--- src/rtl/hwt_pkg.sv ---
// Shared definitions for the hardware truth-table scan controller.
//   state_t        : scan controller FSM states
//   VEC_W / TBL_W  : swept input vector width and truth-table width
//   SETTLE_DEFAULT : default number of cycles each vector is held
package hwt_pkg;

  localparam int VEC_W          = 4;
  localparam int TBL_W          = 16;
  localparam int SETTLE_DEFAULT = 2;

  typedef enum logic [1:0] {
    ST_IDLE,
    ST_DRIVE,
    ST_SAMPLE,
    ST_DONE
  } state_t;

endpackage

--- src/rtl/hwt.sv ---
// Swept datapath: the combinational function under test.
//   vec : input vector {D,C,B,A}
//   y   : function output, high for vectors 11..14
module hwt
  import hwt_pkg::*;
(
  input  logic [VEC_W-1:0] vec,
  output logic             y
);

  logic a, b, c, d;

  assign {d, c, b, a} = vec;

  // 1011 | 1100 | 1101 | 1110
  assign y = (d & c & ~(b & a)) | (d & ~c & b & a);

endmodule

--- src/rtl/hwt_scan_ctrl.sv ---
// Scan controller: sweeps all 16 input vectors through hwt, holding each
// for SETTLE cycles, captures Y per vector and compares it against a
// golden truth table latched at start.
//   clk, rst_n       : clock, asynchronous active-low reset
//   start, abort     : sweep request / sweep termination
//   golden           : expected truth table (bit i = expected Y for vector i)
//   busy, done, pass : sweep in progress / completion pulse / clean result
//   resp, mismatch   : captured Y per vector / resp XOR latched golden
//   fail_count       : number of mismatching vectors (0..16)
module hwt_scan_ctrl
  import hwt_pkg::*;
#(
  parameter int SETTLE = SETTLE_DEFAULT
) (
  input  logic             clk,
  input  logic             rst_n,
  input  logic             start,
  input  logic             abort,
  input  logic [TBL_W-1:0] golden,
  output logic             busy,
  output logic             done,
  output logic             pass,
  output logic [TBL_W-1:0] resp,
  output logic [TBL_W-1:0] mismatch,
  output logic [4:0]       fail_count
);

  localparam logic [3:0]       SETTLE_LAST = 4'(SETTLE - 1);
  localparam logic [4:0]       FAIL_MAX    = 5'(TBL_W);
  localparam logic [VEC_W-1:0] IDX_LAST    = '1;

  state_t           state, state_d;
  logic [VEC_W-1:0] idx, idx_d;
  logic [3:0]       cnt, cnt_d;
  logic [VEC_W-1:0] vec, vec_d;
  logic [TBL_W-1:0] golden_q, golden_d;
  logic [TBL_W-1:0] resp_d, mismatch_d;
  logic [4:0]       fail_d;
  logic             busy_d, done_d, pass_d;
  logic             y, miss;

  hwt u_hwt (
    .vec (vec),
    .y   (y)
  );

  assign miss = y ^ golden_q[idx];

  // Every register's next value is computed here; vec is registered too,
  // so hwt sees a clean, glitch-free vector that is zero outside a sweep.
  always_comb begin
    // NOTE: every output of this block gets a default first, so no path
    // leaves a signal unassigned and no latch is inferred.
    state_d    = state;
    idx_d      = idx;
    cnt_d      = cnt;
    vec_d      = '0;
    golden_d   = golden_q;
    resp_d     = resp;
    mismatch_d = mismatch;
    fail_d     = fail_count;
    busy_d     = 1'b0;
    done_d     = 1'b0;
    pass_d     = pass;

    unique case (state)
      ST_IDLE: begin
        // abort is irrelevant here, so start always wins
        if (start) begin
          golden_d   = golden;
          resp_d     = '0;
          mismatch_d = '0;
          fail_d     = '0;
          pass_d     = 1'b0;
          idx_d      = '0;
          cnt_d      = '0;
          busy_d     = 1'b1;
          state_d    = ST_DRIVE;
        end
      end

      ST_DRIVE: begin
        if (abort) begin
          pass_d  = 1'b0;
          state_d = ST_IDLE;
        end else begin
          busy_d = 1'b1;
          vec_d  = idx;
          cnt_d  = cnt + 4'd1;
          if (cnt == SETTLE_LAST) state_d = ST_SAMPLE;
        end
      end

      ST_SAMPLE: begin
        if (abort) begin
          // partial results are left as they stand
          pass_d  = 1'b0;
          state_d = ST_IDLE;
        end else begin
          resp_d[idx]     = y;
          mismatch_d[idx] = miss;
          if (miss && fail_count != FAIL_MAX) fail_d = fail_count + 5'd1;
          if (idx == IDX_LAST) begin
            state_d = ST_DONE;
          end else begin
            idx_d   = idx + 4'd1;
            cnt_d   = '0;
            vec_d   = idx + 4'd1;
            busy_d  = 1'b1;
            state_d = ST_DRIVE;
          end
        end
      end

      ST_DONE: begin
        // fail_count already includes the last vector's sample
        done_d  = 1'b1;
        pass_d  = (fail_count == '0);
        state_d = ST_IDLE;
      end

      default: state_d = ST_IDLE;
    endcase
  end

  always_ff @(posedge clk or negedge rst_n) begin
    if (!rst_n) begin
      state      <= ST_IDLE;
      idx        <= '0;
      cnt        <= '0;
      vec        <= '0;
      golden_q   <= '0;
      resp       <= '0;
      mismatch   <= '0;
      fail_count <= '0;
      busy       <= 1'b0;
      done       <= 1'b0;
      pass       <= 1'b0;
    end else begin
      // NOTE: non-blocking assignments so every register samples the
      // pre-edge values, independent of statement order.
      state      <= state_d;
      idx        <= idx_d;
      cnt        <= cnt_d;
      vec        <= vec_d;
      golden_q   <= golden_d;
      resp       <= resp_d;
      mismatch   <= mismatch_d;
      fail_count <= fail_d;
      busy       <= busy_d;
      done       <= done_d;
      pass       <= pass_d;
    end
  end

endmodule

--- config.mk ---
export PLATFORM = sky130hd
export DESIGN_NAME = hwt_scan_ctrl
export DESIGN_NICKNAME = d
export VERILOG_FILES = /design/src/rtl/hwt_pkg.sv /design/src/rtl/hwt.sv /design/src/rtl/hwt_scan_ctrl.sv
export SDC_FILE = /design/constraint.sdc
export NUM_CORES = 1
export LEC_CHECK = 0
export CAP_MARGIN = 20
export CORE_UTILIZATION = 40
export CTS_BUF_LIST = sky130_fd_sc_hd__clkbuf_16
export DETAILED_ROUTE_END_ITERATION = 10
export PLACE_DENSITY = 0.59
export SLEW_MARGIN = 20
export SYNTH_ARGS = -nofsm -noshare
export SYNTH_HDL_FRONTEND = slang
export SYNTH_SLANG_ARGS = --single-unit
--- constraint.sdc ---
create_clock -name clk -period 4.4 [get_ports clk]
set_input_delay 0.88 -clock clk [delete_from_list [all_inputs] [get_ports clk]]
set_output_delay 0.88 -clock clk [all_outputs]
set_load 0.005 [all_outputs]
---- Word-level counts from Yosys, hierarchy flattened ----
Index checks and enable logic that the tools add are counted.
operators by class
  $add $sub $neg .......................... 3
  order comparisons ....................... 2
  eq/ne operators ......................... 13
  muxes and demuxes ....................... 42
  bitwise operators ....................... 10
  reductions and logical operators ........ 14
operators by type and width
  cell                   number
  $pmux W16 S2           2
  $mux W16               3
  $mux W4                9
  $bwmux W16             2
  $pmux W4 S2            2
  $mux W5                3
  $pmux W4 S3            1
  $mux W2                5
  $ne A2 B2 Y1 const B   5
  $pmux W5 S2            1
  $mux W1                9
  $add A4 B1 Y4 const B  2
  $pmux W2 S4            1
  $reduce_and A4 Y1      2
  $and A1 B1 Y1          6
  $pmux W1 S3            2
  $reduce_and A2 Y1      3
  $add A5 B1 Y5 const B  1
  $logic_not A5 Y1       1
  $lt A4 B5 Y1 const B   1
  $ne A5 B5 Y1 const B   1
  $reduce_and A5 Y1      1
  $bmux W1 S4            1
  $demux W1 S4           1
  16 further kinds       19
word-level totals
  register bits ........................... 70
  input port bits ......................... 20
  output and inout bits ................... 40
  word-level logic and storage cells ...... 95

---- Logic depth before layout (Yosys ltp) ----
Gate-level depths: netlist of the first run.
  word-level depth ........................ 10
  mapped depth ............................ 9
  depth with buffers taken out ............ 8

---- By module ----
Synthesis of the first run repeated with hierarchy kept, for this count alone.
unflattened totals
  cell total of the unflattened synthesis .. 310
  area total of the unflattened synthesis .. 3479.6 sq um
modules (own cells, without submodules)
  module         instances  cells an instance  area each (sq um)
  hwt_scan_ctrl  1          306                3455.8
  hwt            1          4                  23.8

---- Worst setup path after synthesis of the first run ----
OpenSTA, ideal clock, no wires.
  path type ............................... input port to flip-flop
  start ................................... input abort
  end ..................................... register mismatch[9]
  library setup time ...................... 122 ps
  arrival ................................. 2174 ps
  data required time ...................... 4278 ps
  path slack .............................. 2104 ps
  cell stages on the path ................. 6
  cells stage by stage .................... nand2b_1 > a21oi_1 > clkbuf_1 > nand3_1 > mux2_2 > a32o_1
between the ends
  word-level cells in the longest chain between the ends .. 2
ends and longest elaborated chain
  what                         line                  RTL
  start: declaration           hwt_scan_ctrl.sv:18   input logic abort,
  $ne A2 B2 Y1 (no line)       --
  $reduce_and A3 Y1 (no line)  --
  end signal: assignment       hwt_scan_ctrl.sv:148  mismatch <= mismatch_d;
  end: declaration             hwt_scan_ctrl.sv:24   output logic [TBL_W-1:0] mismatch,
No other way between the ends.
A chain may end at the register's enable or synchronous reset.

---- Worst setup path in the final report of the first run ----
  start ................................... input start
  end ..................................... register mismatch[2]
between the ends
  word-level cells in the longest chain between the ends .. 2
ends and longest elaborated chain
  what                         line                 RTL
  start: declaration           hwt_scan_ctrl.sv:17  input logic start,
  $ne A2 B2 Y1 (no line)       --
  $reduce_and A3 Y1 (no line)  --
No other way between the ends.

==> impl_metrics.toml, run 1 <==
[critical_path]
cp-end-kind = "flip-flop"
cp.depth = 6
worstReg2RegEnd = "fail_count[1]$_DFFE_PN0P_"
r2r_start = "state[0]$_DFFE_PN0P_"
crit_fanout = 21
r2r_setup_slack_ns = 1.79
path_class = "input pin to flip-flop"
r2r_cells = 9
slowest_delay_ns = 0.86
critPathLaunch = "start"
crit_slowest_cell = "nor2_1"
crit_end = "mismatch[2]$_DFFE_PN0P_"
critPathRequiredTime_ns = 4.61
critPathArrivalTime_ns = 2.94
critical_path.top_delay_family = "simple AND/OR/NAND/NOR gates"
cp_cell_sequence = "clkdlybuf4s50_1, nand2_1, buf_4, nor2_1, a31oi_1, a32o_1"
cp_num_buf_inv = 2
start_kind = "input pin"

[yosys]
ys_warn_count = 0
syn_area_sq_um = 3440
synth.distinct_cells = 41
ys_ff_latch = 70
synth_edf_count = 0
syn_inst = 320
synth-main-ff-cell = "dfrtp_1"
syn_nets = 353
synth_async_sr_flop_share_pct = 100
seq_area_frac_synth_pct = 50.9
syn_avg_cell_area_sq_um = 10.8

[grt]
track_usage_pct = 18.6
overflow = 0
grt_pass1_wl_mm = 12.7
antenna_found_initial = 0
grt_max_degree = 37
grt_pass1_vias = 2561

[clock_network]
cts_tree = "yes"
cts-hold-fix-buffers = 0
clk_path_buf_depth = 2
cts_root_buf = "clkbuf_16"
clk-insertion-delay-late_ns = 0.32
clk_pin_slew_ns = 0.06
cts_resized = 0
htreeDepth = 3
cts_buffers = 9
postCtsSetupBuffers = 0
clock-sinks = 70

[route]
drc = 0
drt_wl_total_mm = 7.68
ant_nets = 0
routed_via_density = 5.48
drtIter0Drc = 126
wire_per_inst_um = 15.9
vias = 2647
firstDrtPassIters = 4

[place]
gp_congestion = 0.833
dp_cells = 467
hpwl_mm = 5.33
portBuffers = 59

[status]
run_status = "completed"

[power]
p_total_w = 0.00233
power.density_nw_per_um2 = 533
p_leak_nw = 1.86
irDropWorstVdd_mv = 0.245

[timing]
slew_violations = 0
slew_headroom_pct = 25.8
final-setup-viol-count = 0
hold_viol_final = 0
fin_skew_ns = 0.00597
fin_crit_sh_pct = 62.2
tightestPinTransition_ns = 1.11
tns_ns = 0
period_minus_slack_ns = 2.74
fmax_mhz = 366
rsz0062_at_grt = "false"

[floorplanning]
die_area_sq_um = 8990
die_x_um = 94.8
fp.dieH_um = 94.8
core_sq_um = 8260
start_util_pct = 41.7
ios = 60
rows = 33

[worst_hold_path]
hold_class = "flip-flop to flip-flop"

[finish]
n_fill_cell = 751
fin_cells = 483
antennaDiodeCount = 0
synthToLayoutAreaGrowth_pct = 27.2
nets = 406
drive_gt1_share_pct = 10.3

[run]
maxCapViolations = 0
metrics by stage:
step                utilization, %  cell area (sq um)  setup WS [ns]  hold slack, ns
floorplan                        -               3440           2.10           0.463
global placement              49.5               4090           1.38           0.463
detailed placement            49.5               4090           1.36           0.473
CTS                           53.0               4380           1.70           0.486
global route                  53.0               4380           1.58           0.512
finish                        53.0               4380           1.66           0.475
worst register-to-register path, stage by stage (launching register included):
cell,delay (ns)
dfrtp_1,0.40
inv_1,0.13
ha_1,0.51
nand2b_1,0.23
a21oi_1,0.18
buf_4,0.28
nand3_1,0.11
mux2i_1,0.30
o21ai_1,0.19
mux2i_1,0.15
cells in the mapped netlist, drive strengths merged, types with 2 or more instances:
cell / number / area share (%)
o31ai: 2 / 0.44
a22o: 2 / 0.51
and2: 3 / 0.54
o21ai: 20 / 2.9
mux2: 19 / 6.2
nand2: 45 / 4.9
a32o: 20 / 5.8
xor2: 3 / 0.76
a41oi: 2 / 0.51
dfrtp: 70 / 51
nor3: 2 / 0.29
nand3: 9 / 1.3
nand4: 3 / 0.54
and3: 2 / 0.36
inv: 10 / 1.1
clkbuf: 17 / 1.9
or3: 2 / 0.36
a21oi: 7 / 1.0
nand2b: 6 / 1.1
nor2b: 7 / 1.3
a31oi: 13 / 2.4
buf: 3 / 0.87
ha: 13 / 4.7
nor2: 10 / 1.1
o211ai: 2 / 0.44
mux2i: 14 / 4.1
nor3b: 3 / 0.80
o2111ai: 2 / 0.51
area by class of cell:
class	count	area, sq um	share of cell area [%]
well taps	105	131	3.00
multi-input cells	220	1560	35.6
flip-flops and latches	70	1750	40.0
repair buffers	62	608	13.9
clock buffers	9	225	5.14
clock inverters	7	65.1	1.49
inverters	10	37.5	0.857
flip-flops by register name, summed over array words and instances (netlist names), 2 cells and up:
signal / flops
mismatch: 16
state: 2
golden_q: 16
fail_count: 5
idx: 4
resp: 16
vec: 4
cnt: 4
metal layers:
| metal | global-route usage (%) | vias up | wire length (um) |
|---|---|---|---|
| li1 | - | 1268 | - |
| met1 | 26.3 | 1302 | 3580 |
| met2 | 28.7 | 68 | 3660 |
| met3 | 3.22 | 9 | 349 |
| met4 | 6.31 | 0 | 92 |
| met5 | 0 | - | 0 |
report_power, final:
group          internal, W  switching [W]
Sequential        0.000764      0.0000937
Combinational     0.000341       0.000434
Clock             0.000433       0.000268
placed cells by master (no fill, tap or decap), types with 6 or more instances in the layout:
| master | netlist | final |
|---|---|---|
| dfrtp_1 | 70 | 70 |
| clkdlybuf4s50_1 | 0 | 58 |
| nand2_1 | 45 | 45 |
| a32o_1 | 20 | 20 |
| o21ai_0 | 19 | 19 |
| mux2_2 | 19 | 19 |
| mux2i_1 | 14 | 14 |
| a31oi_1 | 13 | 13 |
| ha_1 | 13 | 13 |
| inv_1 | 10 | 10 |
| nor2_1 | 10 | 10 |
| nand3_1 | 9 | 9 |
| clkbuf_16 | 0 | 9 |
| nor2b_1 | 7 | 7 |
| a21oi_1 | 7 | 7 |
| nand2b_1 | 6 | 6 |
how the worst min path moves through the flow:
stage	cells past startpoint	startpoint	end	slack, ns
after floorplan	2	mismatch[11]$_DFFE_PN0P_	mismatch[11]$_DFFE_PN0P_	0.46
after global placement	2	resp[14]$_DFFE_PN0P_	resp[14]$_DFFE_PN0P_	0.46
after detailed placement	2	mismatch[15]$_DFFE_PN0P_	mismatch[15]$_DFFE_PN0P_	0.47
after CTS	2	mismatch[15]$_DFFE_PN0P_	mismatch[15]$_DFFE_PN0P_	0.49
after global routing	1	resp[1]$_DFFE_PN0P_	resp[1]$_DFFE_PN0P_	0.51
final	2	resp[14]$_DFFE_PN0P_	resp[14]$_DFFE_PN0P_	0.48
cell families after synthesis:
family / synth area share, %
simple gates: 13.2
flops: 50.9
fa+ha+maj: 4.72
mux: 10.9
buf+inv: 3.81
compound gates: 15.4
xor+xnor: 1.02
No activity file was read; power rests on OpenSTA's default activity.
==> run 2, diff against run 1 <==
--- a/config.mk
+++ b/config.mk
@@ -9,7 +9,7 @@
 export CORE_UTILIZATION = 40
 export CTS_BUF_LIST = sky130_fd_sc_hd__clkbuf_16
 export DETAILED_ROUTE_END_ITERATION = 10
-export PLACE_DENSITY = 0.59
+export PLACE_DENSITY = 0.62
 export SLEW_MARGIN = 20
 export SYNTH_ARGS = -nofsm -noshare
 export SYNTH_HDL_FRONTEND = slang
==> constraint.sdc (replaced) <==
create_clock -name clk -period 2.49 [get_ports clk]
set_input_delay 0.498 -clock clk [delete_from_list [all_inputs] [get_ports clk]]
set_output_delay 0.498 -clock clk [all_outputs]
set_load 0.005 [all_outputs]
==> impl_metrics.toml, run 2 (synthesis results as in run 1) <==
[grt]
antenna_found_initial = 0
grt_max_degree = 71
track_usage_pct = 18.9
overflow = 0
grt_pass1_wl_mm = 13.0
grt_pass1_vias = 2640

[power]
pwr-share-seq_pct = 34.6
p_sw_share_pct = 33.1
p_int_w = 0.00288
p_leak_nw = 1.96
irDropWorstVdd_mv = 0.504
p_clk_share_pct = 31.9
p_total_w = 0.00431
power.share.combinational_pct = 33.5
net-switching-power_w = 0.00143
power.density_nw_per_um2 = 950

[timing]
tns_ns = 0
fmax_mhz = 453
rsz0062_at_grt = "false"
hold_slack_ns = 0.179
tightestPinTransition_ns = 0.497
slew_violations = 0
slew_headroom_pct = 66.9
fin_skew_ns = 0.00586
final-setup-viol-count = 0
fin_crit_sh_pct = 88.7
period_minus_slack_ns = 2.21
hold_viol_final = 0

[worst_hold_path]
hold_class = "input pin to asynchronous set/reset pin"

[floorplanning]
start_util_pct = 41.7
rows = 33
core_sq_um = 8260
die_x_um = 94.8
fp.dieH_um = 94.8
ios = 60
die_area_sq_um = 8990

[status]
run_status = "completed"

[clock_network]
cts_buffers = 9
cts_root_buf = "clkbuf_16"
clk-insertion-delay-late_ns = 0.33
clk_path_buf_depth = 2
cts_tree = "yes"
clock-sinks = 70
htreeDepth = 3
postCtsSetupBuffers = 0
clk_pin_slew_ns = 0.05

[critical_path]
path_class = "flip-flop to flip-flop"
r2r_start = "state[0]$_DFFE_PN0P_"
crit_fanout = 9
critical_path.top_delay_family = "compound AO/OA/AOI/OAI gates"
cp.depth = 8
cp_num_buf_inv = 1
start_kind = "flip-flop"
crit_end = "fail_count[4]$_DFFE_PN0P_"
crit_slowest_cell = "dfrtp_1"
r2r_cells = 8
critPathRequiredTime_ns = 2.69
cpMostUsedCell = "mux2i_1"
slowest_delay_ns = 0.40
r2r_setup_slack_ns = 0.28
worstReg2RegEnd = "fail_count[4]$_DFFE_PN0P_"
critPathLaunch = "state[0]$_DFFE_PN0P_"
cp_cell_sequence = "inv_1, ha_1, nand2b_1, a21oi_2, nand3_1, mux2i_1, o2111ai_1, mux2i_1"
critPathArrivalTime_ns = 2.41
cp-end-kind = "flip-flop"

[finish]
final_common_cell = "dfrtp_1"
fin_cells = 497
regArea_sq_um = 1750
nets = 420
synthToLayoutAreaGrowth_pct = 31.6
final_cell_mix = "70 x dfrtp_1, 58 x clkdlybuf4s50_1, 45 x nand2_1"
reg.largest.list = "golden_q: 16 flops, mismatch: 16 flops, resp: 16 flops"
n_fill_cell = 753
antennaDiodeCount = 0
multiInputGateArea_sq_um = 1570
drive_gt1_share_pct = 14.3

[route]
ant_nets = 0
vias = 2716
firstDrtPassIters = 5
met1Wirelength_mm = 3.58
routed.top_layer = "met4"
routed_via_density = 5.46
drtIter0Drc = 166
wl_met2_mm = 3.81
drc = 0
wire_per_inst_um = 15.6
wl_met3_um = 251
drt_wl_total_mm = 7.74

[place]
gp_congestion = 0.782
portBuffers = 59
dp_cells = 481
hpwl_mm = 5.39

[run]
maxCapViolations = 0
run 2: routing by layer:
| layer | track usage [%] | up-vias |
|---|---|---|
| li1 | - | 1297 |
| met1 | 23.9 | 1355 |
| met2 | 31.8 | 55 |
| met3 | 3.22 | 9 |
| met4 | 7.58 | 0 |
| met5 | 0 | - |
run 2: area by class of cell:
type,count,share of cell area (%)
Clock buffer,9,4.97
Inverter,10,0.828
Multi-Input combinational cell,220,34.5
Timing Repair Buffer,76,16.0
Tap cell,105,2.90
Clock inverter,7,2.15
Sequential cell,70,38.6
run 2: worst min-delay path by stage:
| stage | end | slack (ns) | cells after the start |
|---|---|---|---|
| CTS | golden_q[6]$_DFFE_PN0P_ | 0.21 | 2 |
| detailed placement | mismatch[8]$_DFFE_PN0P_ | 0.47 | 2 |
| global placement | resp[8]$_DFFE_PN0P_ | 0.47 | 2 |
| floorplan | busy$_DFF_PN0_ | 0.20 | 0 |
| finish | fail_count[1]$_DFFE_PN0P_ | 0.18 | 2 |
| global route | fail_count[2]$_DFFE_PN0P_ | 0.22 | 2 |
run 2: power by group through the flow:
| stage | combinational, W | sequential (W) | clock, W |
|---|---|---|---|
| floorplan | 0.00105 | 0.00147 | 0 |
| global placement | 0.00141 | 0.00150 | 0 |
| detailed placement | 0.00143 | 0.00151 | 0 |
| CTS | 0.00144 | 0.00149 | 0.00140 |
| global route | 0.00159 | 0.00152 | 0.00145 |
| finish | 0.00144 | 0.00149 | 0.00137 |
run 2: what timing repair did:
| item | 4_1_cts | 5_1_grt |
|---|---|---|
| endpoints found under the hold margin | 0 | 0 |
| setup endpoints to repair | 0 | 1 |
| resized for setup | 0 | 1 |
| hold buffers | 0 | 0 |
run 2: stage by stage:
stage	setup WS (ns)	instance area (sq um)	utilization (%)
floorplan	0.422	3440	-
global placement	0.0645	4210	51.0
detailed placement	0.0251	4210	51.0
CTS	0.185	4530	54.9
global route	0.0906	4530	54.9
finish	0.280	4530	54.9
==> run 3, diff against run 2 <==
--- a/config.mk
+++ b/config.mk
@@ -9,6 +9,7 @@
 export CORE_UTILIZATION = 40
 export CTS_BUF_LIST = sky130_fd_sc_hd__clkbuf_16
 export DETAILED_ROUTE_END_ITERATION = 10
+export GPL_TIMING_DRIVEN = 0
 export PLACE_DENSITY = 0.62
 export SLEW_MARGIN = 20
 export SYNTH_ARGS = -nofsm -noshare
==> impl_metrics.toml, run 3 (synthesis results as in run 1) <==
[status]
run_status = "completed"

[timing]
slew_headroom_pct = 50.0
period_minus_slack_ns = 2.34
slew_violations = 0
fin_crit_sh_pct = 94.0
fin_skew_ns = 0.00590
rsz0062_at_grt = "false"
fmax_mhz = 427
final-setup-viol-count = 0
hold_viol_final = 0
tightestPinTransition_ns = 0.729
hold_slack_ns = 0.0859
fin_ws_ns = 0.149

[grt]
grt_max_degree = 44
track_usage_pct = 19.8
grt_pass1_vias = 2739
overflow = 0
antenna_found_initial = 0
grt_pass1_wl_mm = 13.5

[power]
irDropWorstVdd_mv = 0.545
power.density_nw_per_um2 = 938
p_leak_nw = 1.91
p_total_w = 0.00422

[critical_path]
critical_path.top_delay_family = "buffers and inverters"
r2r_start = "state[0]$_DFFE_PN0P_"
cp_cell_sequence = "inv_1, ha_1, nand2_1, clkbuf_1, clkbuf_1, mux2_2"
worstReg2RegEnd = "golden_q[10]$_DFFE_PN0P_"
critPathArrivalTime_ns = 2.56
cp-end-kind = "flip-flop"
critPathLaunch = "state[0]$_DFFE_PN0P_"
crit_slowest_cell = "clkbuf_1"
r2r_setup_slack_ns = 0.15
path_class = "flip-flop to flip-flop"
cp_num_buf_inv = 3
r2r_cells = 6
slowest_delay_ns = 0.51
crit_fanout = 10
start_kind = "flip-flop"
cpMostUsedCell = "clkbuf_1"
critPathRequiredTime_ns = 2.70

[floorplanning]
rows = 33
ios = 60
die_x_um = 94.8
fp.dieH_um = 94.8
start_util_pct = 41.7
core_sq_um = 8260
die_area_sq_um = 8990

[place]
post-place-ws_ns = -0.438
portBuffers = 59
dp_cells = 485
gp_congestion = 0.797
hpwl_mm = 5.75

[clock_network]
postCtsSetupBuffers = 0
cts-hold-fix-buffers = 0
cts_tree = "yes"
clk_path_buf_depth = 2
htreeDepth = 3
cts_root_buf = "clkbuf_16"
clock-sinks = 70
cts_buffers = 9
clk-insertion-delay-late_ns = 0.33
clk_pin_slew_ns = 0.06

[finish]
antennaDiodeCount = 0
n_fill_cell = 753
synthToLayoutAreaGrowth_pct = 30.5
multiInputGateArea_sq_um = 1570
drive_gt1_share_pct = 11.4
regArea_sq_um = 1750
fin_cells = 501
final_cell_mix = "70 x dfrtp_1, 58 x clkdlybuf4s50_1, 45 x nand2_1"
final_common_cell = "dfrtp_1"
final_util_pct = 54.5
nets = 424
reg.largest.list = "golden_q: 16 flops, mismatch: 16 flops, resp: 16 flops"

[route]
drc = 0
ant_nets = 0
wire_per_inst_um = 16.1
drtIter0Drc = 133
vias = 2758
drt_wl_total_mm = 8.05
firstDrtPassIters = 4
routed_via_density = 5.50

[run]
maxCapViolations = 0

[worst_hold_path]
hold_class = "input pin to asynchronous set/reset pin"
run 3: worst register-to-register path, delay by kind of cell, from the launching register on:
family / cells / cell delay, ns
buffers and inverters: 3 / 1.05
muxes: 1 / 0.40
adders and majority gates: 1 / 0.26
and+or+nand+nor: 1 / 0.13
DFF: 1 / 0.38
run 3: what timing repair did:
action | 4_1_cts | 5_1_grt
gates resized for setup | 1 | 9
gates cloned | 0 | 0
hold endpoints to repair | 0 | 0
endpoints found under the setup margin | 15 | 26
run 3: power breakdown:
group	internal [W]	total, W	switching [W]
sequential	0.00135	0.00148	0.000133
combinational	0.000651	0.00149	0.000838
clock	0.000767	0.00125	0.000479
total	0.00277	0.00422	0.00145
run 3: worst max-delay path by stage:
stage               cells after the start                        to
floorplan                               8   mismatch[9]$_DFFE_PN0P_
global placement                        1   mismatch[6]$_DFFE_PN0P_
detailed placement                      7       resp[4]$_DFFE_PN0P_
CTS                                     8       resp[4]$_DFFE_PN0P_
global route                            6  golden_q[15]$_DFFE_PN0P_
finish                                  6  golden_q[10]$_DFFE_PN0P_
run 3: cell type report:
class | instances | share of cell area [%]
sequential | 70 | 39.0
inverter | 10 | 0.835
multi-input combinational | 220 | 34.9
timing repair buffer | 60 | 13.7
clock buffer | 9 | 5.01
buffer | 20 | 2.20
tap | 105 | 2.92
clock inverter | 7 | 1.47
run 3: stage by stage:
step           instance area, sq um  TNS, ns
3_3_place_gp                   4170  -113.08
4_1_cts                        4480        0
5_1_grt                        4500        0
2_1_floorplan                  3440        0
3_5_place_dp                   4190   -11.08
6_report                       4500        0
run 3: layer usage:
layer / track usage (%) / part of all wire (%)
met5: 0 / 0
met4: 4.92 / 0.57
met2: 33.5 / 50
met1: 25.1 / 45
met3: 5.39 / 4.6
